===== src/rtl/aes256_ctr_decrypt_stream.sv =====
// Streaming AES-256-CTR decryptor.
// It accepts ciphertext blocks one at a time. For each block it asks the external AES core to
// encrypt the current counter block, XORs the keystream with the ciphertext and presents the
// plaintext downstream. Only one block is in flight at a time. The counter advances with a full
// 128-bit carry.
module aes256_ctr_decrypt_stream #(
  parameter int CNT_W = 16
) (
  input  logic             clk,
  input  logic             rst_n,
  input  logic             start_i,
  input  logic [127:0]     iv_i,
  input  logic [CNT_W-1:0] num_blocks_i,
  output logic             busy_o,
  output logic             done_o,
  output logic [127:0]     ks_counter_o,
  output logic             ks_req_o,
  input  logic             ks_done_i,
  input  logic [127:0]     ks_keystream_i,
  input  logic             ct_valid_i,
  output logic             ct_ready_o,
  input  logic [127:0]     ct_data_i,
  output logic             pt_valid_o,
  input  logic             pt_ready_i,
  output logic [127:0]     pt_data_o,
  output logic [CNT_W-1:0] blocks_left_o
);

  typedef enum logic [2:0] {
    S_IDLE,
    S_REQ,
    S_GEN,
    S_CT,
    S_OUT,
    S_FIN
  } state_t;

  state_t           state, state_nxt;
  logic             busy_nxt, done_nxt, ks_req_nxt, ct_ready_nxt, pt_valid_nxt;
  logic [127:0]     ks_counter_nxt, pt_data_nxt;
  logic [CNT_W-1:0] blocks_left_nxt;
  logic [127:0]     keystream_q;
  logic             ks_cap;

  // Next-state and next-output decode; every output is registered below.
  always_comb begin
    state_nxt       = state;
    busy_nxt        = busy_o;
    done_nxt        = 1'b0;
    ks_req_nxt      = 1'b0;
    ct_ready_nxt    = 1'b0;
    pt_valid_nxt    = pt_valid_o;
    ks_counter_nxt  = ks_counter_o;
    pt_data_nxt     = pt_data_o;
    blocks_left_nxt = blocks_left_o;
    ks_cap          = 1'b0;
    case (state)
      S_IDLE: begin
        if (start_i) begin
          if (num_blocks_i != '0) begin
            ks_counter_nxt  = iv_i;
            blocks_left_nxt = num_blocks_i;
            busy_nxt        = 1'b1;
            ks_req_nxt      = 1'b1;
            state_nxt       = S_REQ;
          end else begin
            // Empty message: report completion without touching the core.
            done_nxt = 1'b1;
          end
        end
      end
      S_REQ: begin
        // ks_req_o is high only while in REQ, so it is a single-cycle pulse.
        state_nxt = S_GEN;
      end
      S_GEN: begin
        if (ks_done_i) begin
          ks_cap       = 1'b1;
          ct_ready_nxt = 1'b1;
          state_nxt    = S_CT;
        end
      end
      S_CT: begin
        ct_ready_nxt = 1'b1;
        if (ct_valid_i && ct_ready_o) begin
          pt_data_nxt     = ct_data_i ^ keystream_q;
          pt_valid_nxt    = 1'b1;
          ct_ready_nxt    = 1'b0;
          ks_counter_nxt  = ks_counter_o + 128'd1;
          blocks_left_nxt = blocks_left_o - CNT_W'(1);
          state_nxt       = S_OUT;
        end
      end
      S_OUT: begin
        if (pt_valid_o && pt_ready_i) begin
          pt_valid_nxt = 1'b0;
          if (blocks_left_o == '0) begin
            state_nxt = S_FIN;
          end else begin
            ks_req_nxt = 1'b1;
            state_nxt  = S_REQ;
          end
        end
      end
      S_FIN: begin
        done_nxt  = 1'b1;
        busy_nxt  = 1'b0;
        state_nxt = S_IDLE;
      end
      default: state_nxt = S_IDLE;
    endcase
  end

  // State and output registers. An asynchronous reset clears everything that is visible.
  always_ff @(posedge clk or negedge rst_n) begin
    if (!rst_n) begin
      state         <= S_IDLE;
      busy_o        <= 1'b0;
      done_o        <= 1'b0;
      ks_req_o      <= 1'b0;
      ct_ready_o    <= 1'b0;
      pt_valid_o    <= 1'b0;
      ks_counter_o  <= '0;
      pt_data_o     <= '0;
      blocks_left_o <= '0;
    end else begin
      state         <= state_nxt;
      busy_o        <= busy_nxt;
      done_o        <= done_nxt;
      ks_req_o      <= ks_req_nxt;
      ct_ready_o    <= ct_ready_nxt;
      pt_valid_o    <= pt_valid_nxt;
      ks_counter_o  <= ks_counter_nxt;
      pt_data_o     <= pt_data_nxt;
      blocks_left_o <= blocks_left_nxt;
    end
  end

  // Keystream holding register. It is loaded only in GEN, so stray core pulses are ignored.
  always_ff @(posedge clk) begin
    if (ks_cap) keystream_q <= ks_keystream_i;
  end

endmodule


===== config.mk =====
export PLATFORM = sky130hd
export DESIGN_NAME = aes256_ctr_decrypt_stream
export DESIGN_NICKNAME = d
export VERILOG_FILES = /design/src/rtl/aes256_ctr_decrypt_stream.sv
export SDC_FILE = /design/constraint.sdc
export NUM_CORES = 1
export LEC_CHECK = 0
export CAP_MARGIN = 20
export CORE_AREA = 2 2 263 265
export CTS_BUF_LIST = sky130_fd_sc_hd__clkbuf_8
export CTS_CLUSTER_DIAMETER = 80
export DETAILED_ROUTE_END_ITERATION = 8
export DIE_AREA = 0 0 265 267
export GPL_TIMING_DRIVEN = 0
export SETUP_SLACK_MARGIN = 0.3
export SYNTH_ARGS = -nofsm -noshare
export SYNTH_HDL_FRONTEND = slang
export SYNTH_SLANG_ARGS = --single-unit

===== constraint.sdc =====
create_clock -name clk -period 10.6 [get_ports clk]
set_input_delay 1.06 -clock clk [delete_from_list [all_inputs] [get_ports clk]]
set_output_delay 1.06 -clock clk [all_outputs]
set_load 0.03 [all_outputs]

# After elaboration in Yosys (flattened, before gate mapping)
# Cells that the tools add are included.
# W data, S select, Z words.
[totals]
register_bits = 408
input_bits = 406
out_inout_bits = 277
wordCells = 69
[op_classes]
n_addsub = 2
eq_ne = 10
n_mux = 33
bitwise = 1
reduce_logical = 13
[ops]
columns = ["op", "n"]
rows = [
  ["$mux W128", 3],
  ["$pmux W128 S2", 1],
  ["$add A128 B1 Y128 const B", 1],
  ["$xor A128 B128 Y128", 1],
  ["$mux W16", 3],
  ["$pmux W16 S2", 1],
  ["$mux W3", 6],
  ["$logic_not A16 Y1", 1],
  ["$reduce_bool A16 Y1", 1],
  ["$sub A16 B1 Y16 const B", 1],
  ["$pmux W3 S5", 1],
  ["$mux W1", 13],
  ["$ne A2 B2 Y1 const B", 5],
  ["$pmux W1 S2", 5],
  ["$eq A3 B2 Y1 const B", 2],
  ["$eq A3 B3 Y1 const B", 2],
  ["$reduce_and A3 Y1", 2],
  ["$reduce_bool A2 Y1", 3],
  ["$reduce_and A5 Y1", 1],
  ["$reduce_and A4 Y1", 1],
  ["$eq A3 B1 Y1 const B", 1],
  ["$logic_not A3 Y1", 1],
  ["$logic_and A1 B1 Y1", 2],
  ["$reduce_and A2 Y1", 1],
]

# Logic depth before layout (Yosys ltp)
# Gate-level depths: netlist of the first run.
[logic_depth]
depth_word = 4
depth_mapped = 10
depth_no_buf = 8

# Worst setup path after synthesis of the first run
# No wires, ideal clock.
[synth_path]
path_type = "input-to-reg"
from = "in ks_done_i"
to = "reg keystream_q[0] (enable)"
setup_ps = 617
arrival_ps = 6462
required_time_ps = 9983
slack_ps = 3521
cell_stages = 2
n_path_buf = 0
cell_sequence = "nand2_1 > nor2_1"
[synth_via]
elab_chain_len = 2
[synth_rtl]
columns = ["element", "line", "source"]
rows = [
  ["start, declared", "18", "input logic ks_done_i,"],
  ["$mux W1", "77", "if (ks_done_i) begin"],
  ["$mux W1", "57", "case (state)"],
  ["via ks_cap", "43", "logic ks_cap;"],
  ["end signal, assigned", "141", "if (ks_cap) keystream_q <= ks_keystream_i;"],
  ["end, declared", "42", "logic [127:0] keystream_q;"],
]
# The timed path passes the listed nets, and every way through them passes these cells.
# A chain may end at the register's enable or synchronous reset.

# Final worst setup path of the first run
[layout_path]
from = "reg state[1]"
to = "reg ks_counter_o[48]"
[layout_via]
elab_chain_len = 3
elab_cells_between_ends = 8
cone_classes = "eq/ne (4); mux (1); reduce/logical (3)"
[layout_rtl]
columns = ["element", "line", "source"]
rows = [
  ["start, declared", "38", "state_t state, state_nxt;"],
  ["start signal, assigned", "127", "state <= state_nxt;"],
  ["$eq A3 B2 Y1 / $logic_not A3 Y1 (equally long branches)", "57", ""],
  ["$ne A2 B2 Y1 (no line) / $reduce_bool A2 Y1 (equally long branches)", "n/a", ""],
  ["$reduce_and A4 Y1 (no line)", "n/a", ""],
  ["end signal, assigned", "133", "ks_counter_o <= ks_counter_nxt;"],
  ["end, declared", "16", "output logic [127:0] ks_counter_o,"],
]
# Several ways; a longest one is shown, not always the timed one.

==> results.sh, run 1 <==
export IMPL_p_clk_share_pct=16.4
export IMPL_path_max_fanout=10
export IMPL_start_kind="flip-flop"
export IMPL_clock_latency_ps=690
export IMPL_power_density_nw_per_um2=309
export IMPL_max_stage_delay_ps=910
export IMPL_synth_adder_area_share_pct=0.182
export IMPL_crit_required_ps=11170
export IMPL_drive_gt1_share_pct=6.22
export IMPL_synthCells=2147
export IMPL_clock_path_buffers=3
export IMPL_initial_core_util_pct=30.3
export IMPL_ctsResizeCount=0
export IMPL_period_minus_slack_ps=4740
export IMPL_instances_no_fill=3875
export IMPL_power_frac_comb_pct=51.5
export IMPL_status="completed"
export IMPL_synth_seq_cells=408
export IMPL_synthTopCellsByCount="310 x nand2_1, 280 x dfrtp_1, 212 x o21ai_0"
export IMPL_die_w_um=265
export IMPL_ys_seq_area_share_pct=52.7
export IMPL_final_setup_worst_slack_ps=5860
export IMPL_totalPowerFinal_mw=9.39
export IMPL_fin_crit_sh_pct=44.7
export IMPL_cts_hold_buffers=0
export IMPL_die_area_sq_um=70800
export IMPL_holdWs_ps=270
export IMPL_p_int_mw=4.68
export IMPL_ys_async_sr_fraction_pct=68.6
export IMPL_cts_tree="done"
export IMPL_synth_xor_xnor_area_share_pct=5.45
export IMPL_antenna_found_initial=15
export IMPL_syn_cell_area_sq_um=20600
export IMPL_clk_pin_slew_worst_paths_ps=60
export IMPL_worstPathCellList="clkbuf_1 > and3b_1 > buf_2 > nand3_1 > o21ai_1 > clkbuf_1 > clkbuf_1 > o21ai_0 > o21a_1"
export IMPL_grt_max_degree=87
export IMPL_hpwl_mm=95.2
export IMPL_post_drt_via_cell_ratio=5.73
export IMPL_place_area_sq_um=28800
export IMPL_gp_congestion=1.01
export IMPL_gr_usage_met1_pct=40.0
export IMPL_power_frac_seq_pct=32.1
export IMPL_track_usage_pct=33.7
export IMPL_synthFlopType="dfrtp_1"
export IMPL_switchingPower_mw=4.71
export IMPL_area_delta_synth_final_pct=47.6
export IMPL_synth_compound_area_share_pct=15.0
export IMPL_synthMuxAreaShare_pct=0.596
export IMPL_worstSetupPathType="flip-flop to flip-flop"
export IMPL_yosysWarnings=0
export IMPL_die_y_um=267
export IMPL_rows=96
export IMPL_syn_area_per_cell_sq_um=9.58
export IMPL_setup_viol=0
export IMPL_p_leak_nw=11.3
export IMPL_arrival_ps=5310
export IMPL_min_path_type="primary input to asynchronous set/reset pin"
export IMPL_grt_pass1_wl_mm=169
export IMPL_critPathTopFamily="buffers and inverters"
export IMPL_htree_levels=3
export IMPL_pre_cts_ws_ps=5430
export IMPL_drc=0
export IMPL_dp_cells=3727
export IMPL_met3_usage_pct=9.35
export IMPL_synth_edf_count=128
export IMPL_drt_wl_total_mm=122
export IMPL_synth_simple_area_share_pct=23.2
export IMPL_fmax_ghz=0.211
export IMPL_cp_slowest_cell="o21ai_1"
export IMPL_clock_sinks=408
export IMPL_coreArea_sq_um=68000
export IMPL_skew_ps=40.1
export IMPL_crit_buf_inv=4
export IMPL_post_cts_setup_buffer_count=0
export IMPL_synth_top_family_by_area="simple AND/OR/NAND/NOR gates"
export IMPL_design_area_sq_um=30400
export IMPL_yosysUniqueCellTypes=77
export IMPL_postRouteAntennaNets=0
export IMPL_wl_per_cell_um=31.5
export IMPL_yosysMostFrequentCell="nand2_1"
export IMPL_cap_violations=0
export IMPL_relSlewSlack_pct=15.4
export IMPL_io_pins=683
export IMPL_r2r_setup_slack_ps=5860
export IMPL_top_usage_layer="met2"
export IMPL_grt_ovfl_total=0
export IMPL_end_kind="flip-flop"
export IMPL_cts_made_buffers=77
export IMPL_netlist_area_leader_share_pct=34.1
export IMPL_slew_viol_final=0
export IMPL_clockRootBuffer="clkbuf_8"
export IMPL_rsz0062_at_grt="false"
export IMPL_drt_pass1_iter_count=8
export IMPL_met2_usage_pct=56.8
export IMPL_ir_drop_mv=0.127
export IMPL_num_vias=22200
export IMPL_worst_pin_slew_ps=1270
export IMPL_drtIter0Drc=2673
export IMPL_synth_area_leaders="dfrtp_1 34%, edfxtp_1 19%, nand2_1 5.7%"
export IMPL_numPortBuffers=682
export IMPL_hold_viol=0
export IMPL_synth_net_count=2556
export IMPL_critical_path_top_cell_by_count="clkbuf_1"
export IMPL_yosys_area_top_type="dfrtp_1"
export IMPL_grt_pass1_vias=22100
export IMPL_nets=3336
export IMPL_swShare_pct=50.1
-- layout make-up --
type	instances	area, sq um
fill	6533	37600
sequential	408	10900
multi-input combinational	1594	9170
timing repair buffer	701	7140
clock buffer	90	1240
tap	882	1100
buffer	124	502
clock inverter	51	269
inverter	21	78.8
antenna	4	10.0
-- per-layer routing --
metal  share of wire (%)  routed length (um)
met2                  48               58700
met1                  37               45200
met3                 9.9               12000
met5               0.067                  82
met4                 4.9                5920
-- cell usage in the layout, fill, tap and decap left out, types with 19 or more instances in the layout --
cell / count
nand2_1: 310
clkdlybuf4s50_1: 681
buf_2: 19
o22a_1: 21
clkbuf_1: 96
a31oi_1: 20
xnor2_1: 128
nand4_1: 74
dfrtp_1: 280
edfxtp_1: 128
a21oi_1: 125
or3_1: 32
inv_1: 58
nor2_1: 135
o21ai_0: 212
nor3_1: 75
nand3_1: 104
and4_1: 23
clkbuf_8: 90
o22ai_1: 24
and3_1: 42
nor4_1: 54
-- sequential cells by signal, summed over array words and instances (netlist names) --
signal	flops
pt_data_o	128
ct_ready_o	1
busy_o	1
blocks_left_o	16
state	3
pt_valid_o	1
ks_req_o	1
keystream_q	128
ks_counter_o	128
done_o	1
-- worst register-to-register path: cells and delay by family (launching register included) --
kind,cells,cell delay (ps)
AOI/OAI and AO/OA,3,1320
buffers and inverters,4,2130
DFF,1,330
and+or+nand+nor,2,880
-- per-stage QoR --
stage / setup TNS, ps / util (%)
after CTS: 0 / 44.6
after detailed placement: 0 / 42.4
after global placement: -1432860 / 41.9
final: 0 / 44.7
after floorplan: 0 / -
after global routing: 0 / 44.7
-- power groups by stage --
stage	clock network, mW	registers [mW]	logic [mW]
after detailed placement	0	2.99	4.79
after global placement	0	3.02	4.70
after CTS	1.57	2.97	4.80
after floorplan	0	3.70	1.47
final	1.54	3.01	4.84
after global routing	1.64	3.06	5.05
-- kinds of logic after synthesis --
logic type,count (synthesis)
simple gates,936
buf+inv,145
xor+xnor,128
fa+ha+maj,3
flops,408
compound gates,515
mux,12
-- path summary, 6_finish.rpt --
| path | start | to | depth (start not counted) |
|---|---|---|---|
| max | state[1] | ks_counter_o[48] | 9 |
| min | rst_n | ks_counter_o[124] | 1 |
| max reg2reg | state[1] | ks_counter_o[48] | 9 |
| min reg2reg | pt_data_o[92] | pt_data_o[92] | 2 |
| max in group asynchronous | rst_n | pt_data_o[83] | 3 |
| min in group clk | pt_data_o[92] | pt_data_o[92] | 2 |
No activity file was read; power rests on OpenSTA's default activity.
==> run 2, diff against run 1 <==
--- a/config.mk
+++ b/config.mk
@@ -6,11 +6,11 @@
 export NUM_CORES = 1
 export LEC_CHECK = 0
 export CAP_MARGIN = 20
-export CORE_AREA = 2 2 263 265
+export CORE_AREA = 2 2 266 268
 export CTS_BUF_LIST = sky130_fd_sc_hd__clkbuf_8
 export CTS_CLUSTER_DIAMETER = 80
 export DETAILED_ROUTE_END_ITERATION = 8
-export DIE_AREA = 0 0 265 267
+export DIE_AREA = 0 0 268 270
 export GPL_TIMING_DRIVEN = 0
 export SETUP_SLACK_MARGIN = 0.3
 export SYNTH_ARGS = -nofsm -noshare
==> constraint.sdc (replaced) <==
create_clock -name clk -period 5 [get_ports clk]
set_input_delay 0.5 -clock clk [delete_from_list [all_inputs] [get_ports clk]]
set_output_delay 0.5 -clock clk [all_outputs]
set_load 0.03 [all_outputs]
==> run 2 against run 1 <==
Power is 110% higher. Core utilization fell by 0.88 points. Flip-flop and latch count unchanged. Count of clock-buffer cells in the layout grew 5. Worst hold slack better by 100 ps. First-iteration DRC count is 5.1% higher. Fmax up 0.82%. Sequential power grew 110%. Final cell count rose by 1.5%. Routed wire length up 0.83%. Critical path type unchanged. Largest cell class unchanged. Highest routed layer unchanged.
==> results.sh, run 2 (synthesis results as in run 1) <==
export IMPL_drt_wl_total_mm=123
export IMPL_r2r_start="state[1]"
export IMPL_clockRootBuffer="clkbuf_8"
export IMPL_grt_pass1_wl_mm=169
export IMPL_power_frac_comb_pct=51.4
export IMPL_num_vias=22300
export IMPL_max_stage_delay_ps=960
export IMPL_drive_gt1_share_pct=6.46
export IMPL_swShare_pct=50.0
export IMPL_relSlewSlack_pct=12.9
export IMPL_grt_pass1_vias=22300
export IMPL_numPortBuffers=682
export IMPL_fin_crit_sh_pct=94.0
export IMPL_met3_usage_pct=8.01
export IMPL_met2_usage_pct=55.3
export IMPL_worstHoldStart="ks_keystream_i[2]"
export IMPL_start_kind="flip-flop"
export IMPL_wl_per_cell_um=31.2
export IMPL_power_density_nw_per_um2=656
export IMPL_startpoint="state[1]"
export IMPL_multi_input_area_sq_um=9180
export IMPL_cp_slowest_cell="clkbuf_1"
export IMPL_track_usage_pct=33.3
export IMPL_antenna_found_initial=10
export IMPL_die_area_sq_um=72400
export IMPL_initial_core_util_pct=29.6
export IMPL_cts_made_buffers=78
export IMPL_design_area_sq_um=30400
export IMPL_coreArea_sq_um=69500
export IMPL_drtIter0Drc=2809
export IMPL_critical_path_top_cell_by_count="clkbuf_1"
export IMPL_fmax_ghz=0.213
export IMPL_htree_levels=3
export IMPL_hold_viol=0
export IMPL_min_path_type="primary input to flip-flop"
export IMPL_worst_pin_slew_ps=1310
export IMPL_r2r_end="ks_counter_o[99]"
export IMPL_postRouteAntennaNets=0
export IMPL_p_clk_share_pct=16.7
export IMPL_dp_cells=3785
export IMPL_hpwl_mm=96.1
export IMPL_clk_pin_slew_worst_paths_ps=60
export IMPL_gp_congestion=0.990
export IMPL_r2r_cells=8
export IMPL_die_y_um=270
export IMPL_worstPathCellList="clkbuf_1 > nand3b_1 > clkbuf_1 > clkbuf_1 > clkbuf_1 > clkbuf_1 > nor2_1 > a211oi_1"
export IMPL_drc=0
export IMPL_p_int_mw=9.99
export IMPL_slew_viol_final=0
export IMPL_top_usage_layer="met2"
export IMPL_die_w_um=268
export IMPL_clock_latency_ps=690
export IMPL_mostFrequentLayoutCell="clkdlybuf4s50_1"
export IMPL_fillers=6771
export IMPL_post_drt_via_cell_ratio=5.66
export IMPL_crit_required_ps=5590
export IMPL_gr_usage_met1_pct=38.9
export IMPL_arrival_ps=5290
export IMPL_cts_hold_buffers=1
export IMPL_area_delta_synth_final_pct=48.0
export IMPL_ctsResizeCount=0
export IMPL_power_frac_seq_pct=31.8
export IMPL_status="completed"
export IMPL_cp_endpoint="ks_counter_o[99]"
export IMPL_layout_common_cells="681 x clkdlybuf4s50_1, 310 x nand2_1, 280 x dfrtp_1"
export IMPL_final_seq_area_sq_um=10900
export IMPL_setup_viol=0
export IMPL_cap_violations=0
export IMPL_skew_ps=48.9
export IMPL_place_area_sq_um=28900
export IMPL_ir_drop_mv=0.267
export IMPL_period_minus_slack_ps=4700
export IMPL_rows=97
export IMPL_clock_path_buffers=3
export IMPL_nets=3336
export IMPL_r2r_setup_slack_ps=300
export IMPL_grt_max_degree=106
export IMPL_rsz0062_at_grt="false"
export IMPL_worstSetupPathType="flip-flop to flip-flop"
export IMPL_utilization_pct=43.8
export IMPL_cts_tree="done"
export IMPL_top_regs="keystream_q (128), ks_counter_o (128), pt_data_o (128)"
export IMPL_end_kind="flip-flop"
export IMPL_drt_pass1_iter_count=8
export IMPL_post_cts_setup_buffer_count=0
export IMPL_switchingPower_mw=9.99
export IMPL_grt_ovfl_total=0
export IMPL_clock_sinks=408
export IMPL_p_leak_nw=11.2
export IMPL_instances_no_fill=3934
export IMPL_path_max_fanout=10
export IMPL_io_pins=683
-- run 2: final cells by class --
cell class                      count  share of cell area (%)
Clock buffer                       95                    4.29
Timing Repair Buffer              700                    23.3
Multi-Input combinational cell   1594                    30.1
Clock inverter                     46                   0.773
Antenna cell                        6                  0.0493
Tap cell                          940                    3.86
Sequential cell                   408                    35.6
Buffer                            124                    1.65
Inverter                           21                   0.259
-- run 2: power by group through the flow --
stage	sequential [mW]	combinational (mW)	clock, mW
2_1_floorplan	7.82	3.12	0
4_1_cts	6.28	10.2	3.42
3_5_place_dp	6.34	10.1	0
6_report	6.36	10.3	3.34
3_3_place_gp	6.36	9.96	0
5_1_grt	6.46	10.7	3.56
-- run 2: worst min path at each step --
stage                  endpoint  cells past startpoint  slack, ps
3_3_place_gp     pt_data_o[108]                      2        460
2_1_floorplan  blocks_left_o[0]                      0        200
3_5_place_dp      pt_data_o[80]                      2        470
4_1_cts         keystream_q[57]                      1        300
5_1_grt         keystream_q[57]                      1        340
6_report         keystream_q[2]                      1        370
-- run 2: layer usage --
layer	share of wire [%]	vias up	routed length [um]
met1	37	11000	45300
li1	-	9519	-
met5	0.058	-	71
met3	9.2	333	11300
met4	6.3	10	7730
met2	48	1443	58500
-- run 2: stage by stage --
step | TNS, ps | power, mW | setup WS [ps] | hold WS [ps]
global route | 0 | 20.7 | 388 | 340
floorplan | 0 | 10.9 | 344 | 204
finish | 0 | 20.0 | 298 | 370
detailed placement | 0 | 16.5 | 557 | 470
CTS | 0 | 19.9 | 521 | 305
global placement | -2999790 | 16.3 | -10110 | 462
-- run 2: critical path: cells and delay by family, from the launching register on --
| family | cells | cell delay, ps |
|---|---|---|
| AO/OA/AOI/OAI | 1 | 250 |
| buffers and inverters | 5 | 3710 |
| flip-flops | 1 | 350 |
| AND/OR/NAND/NOR | 2 | 280 |
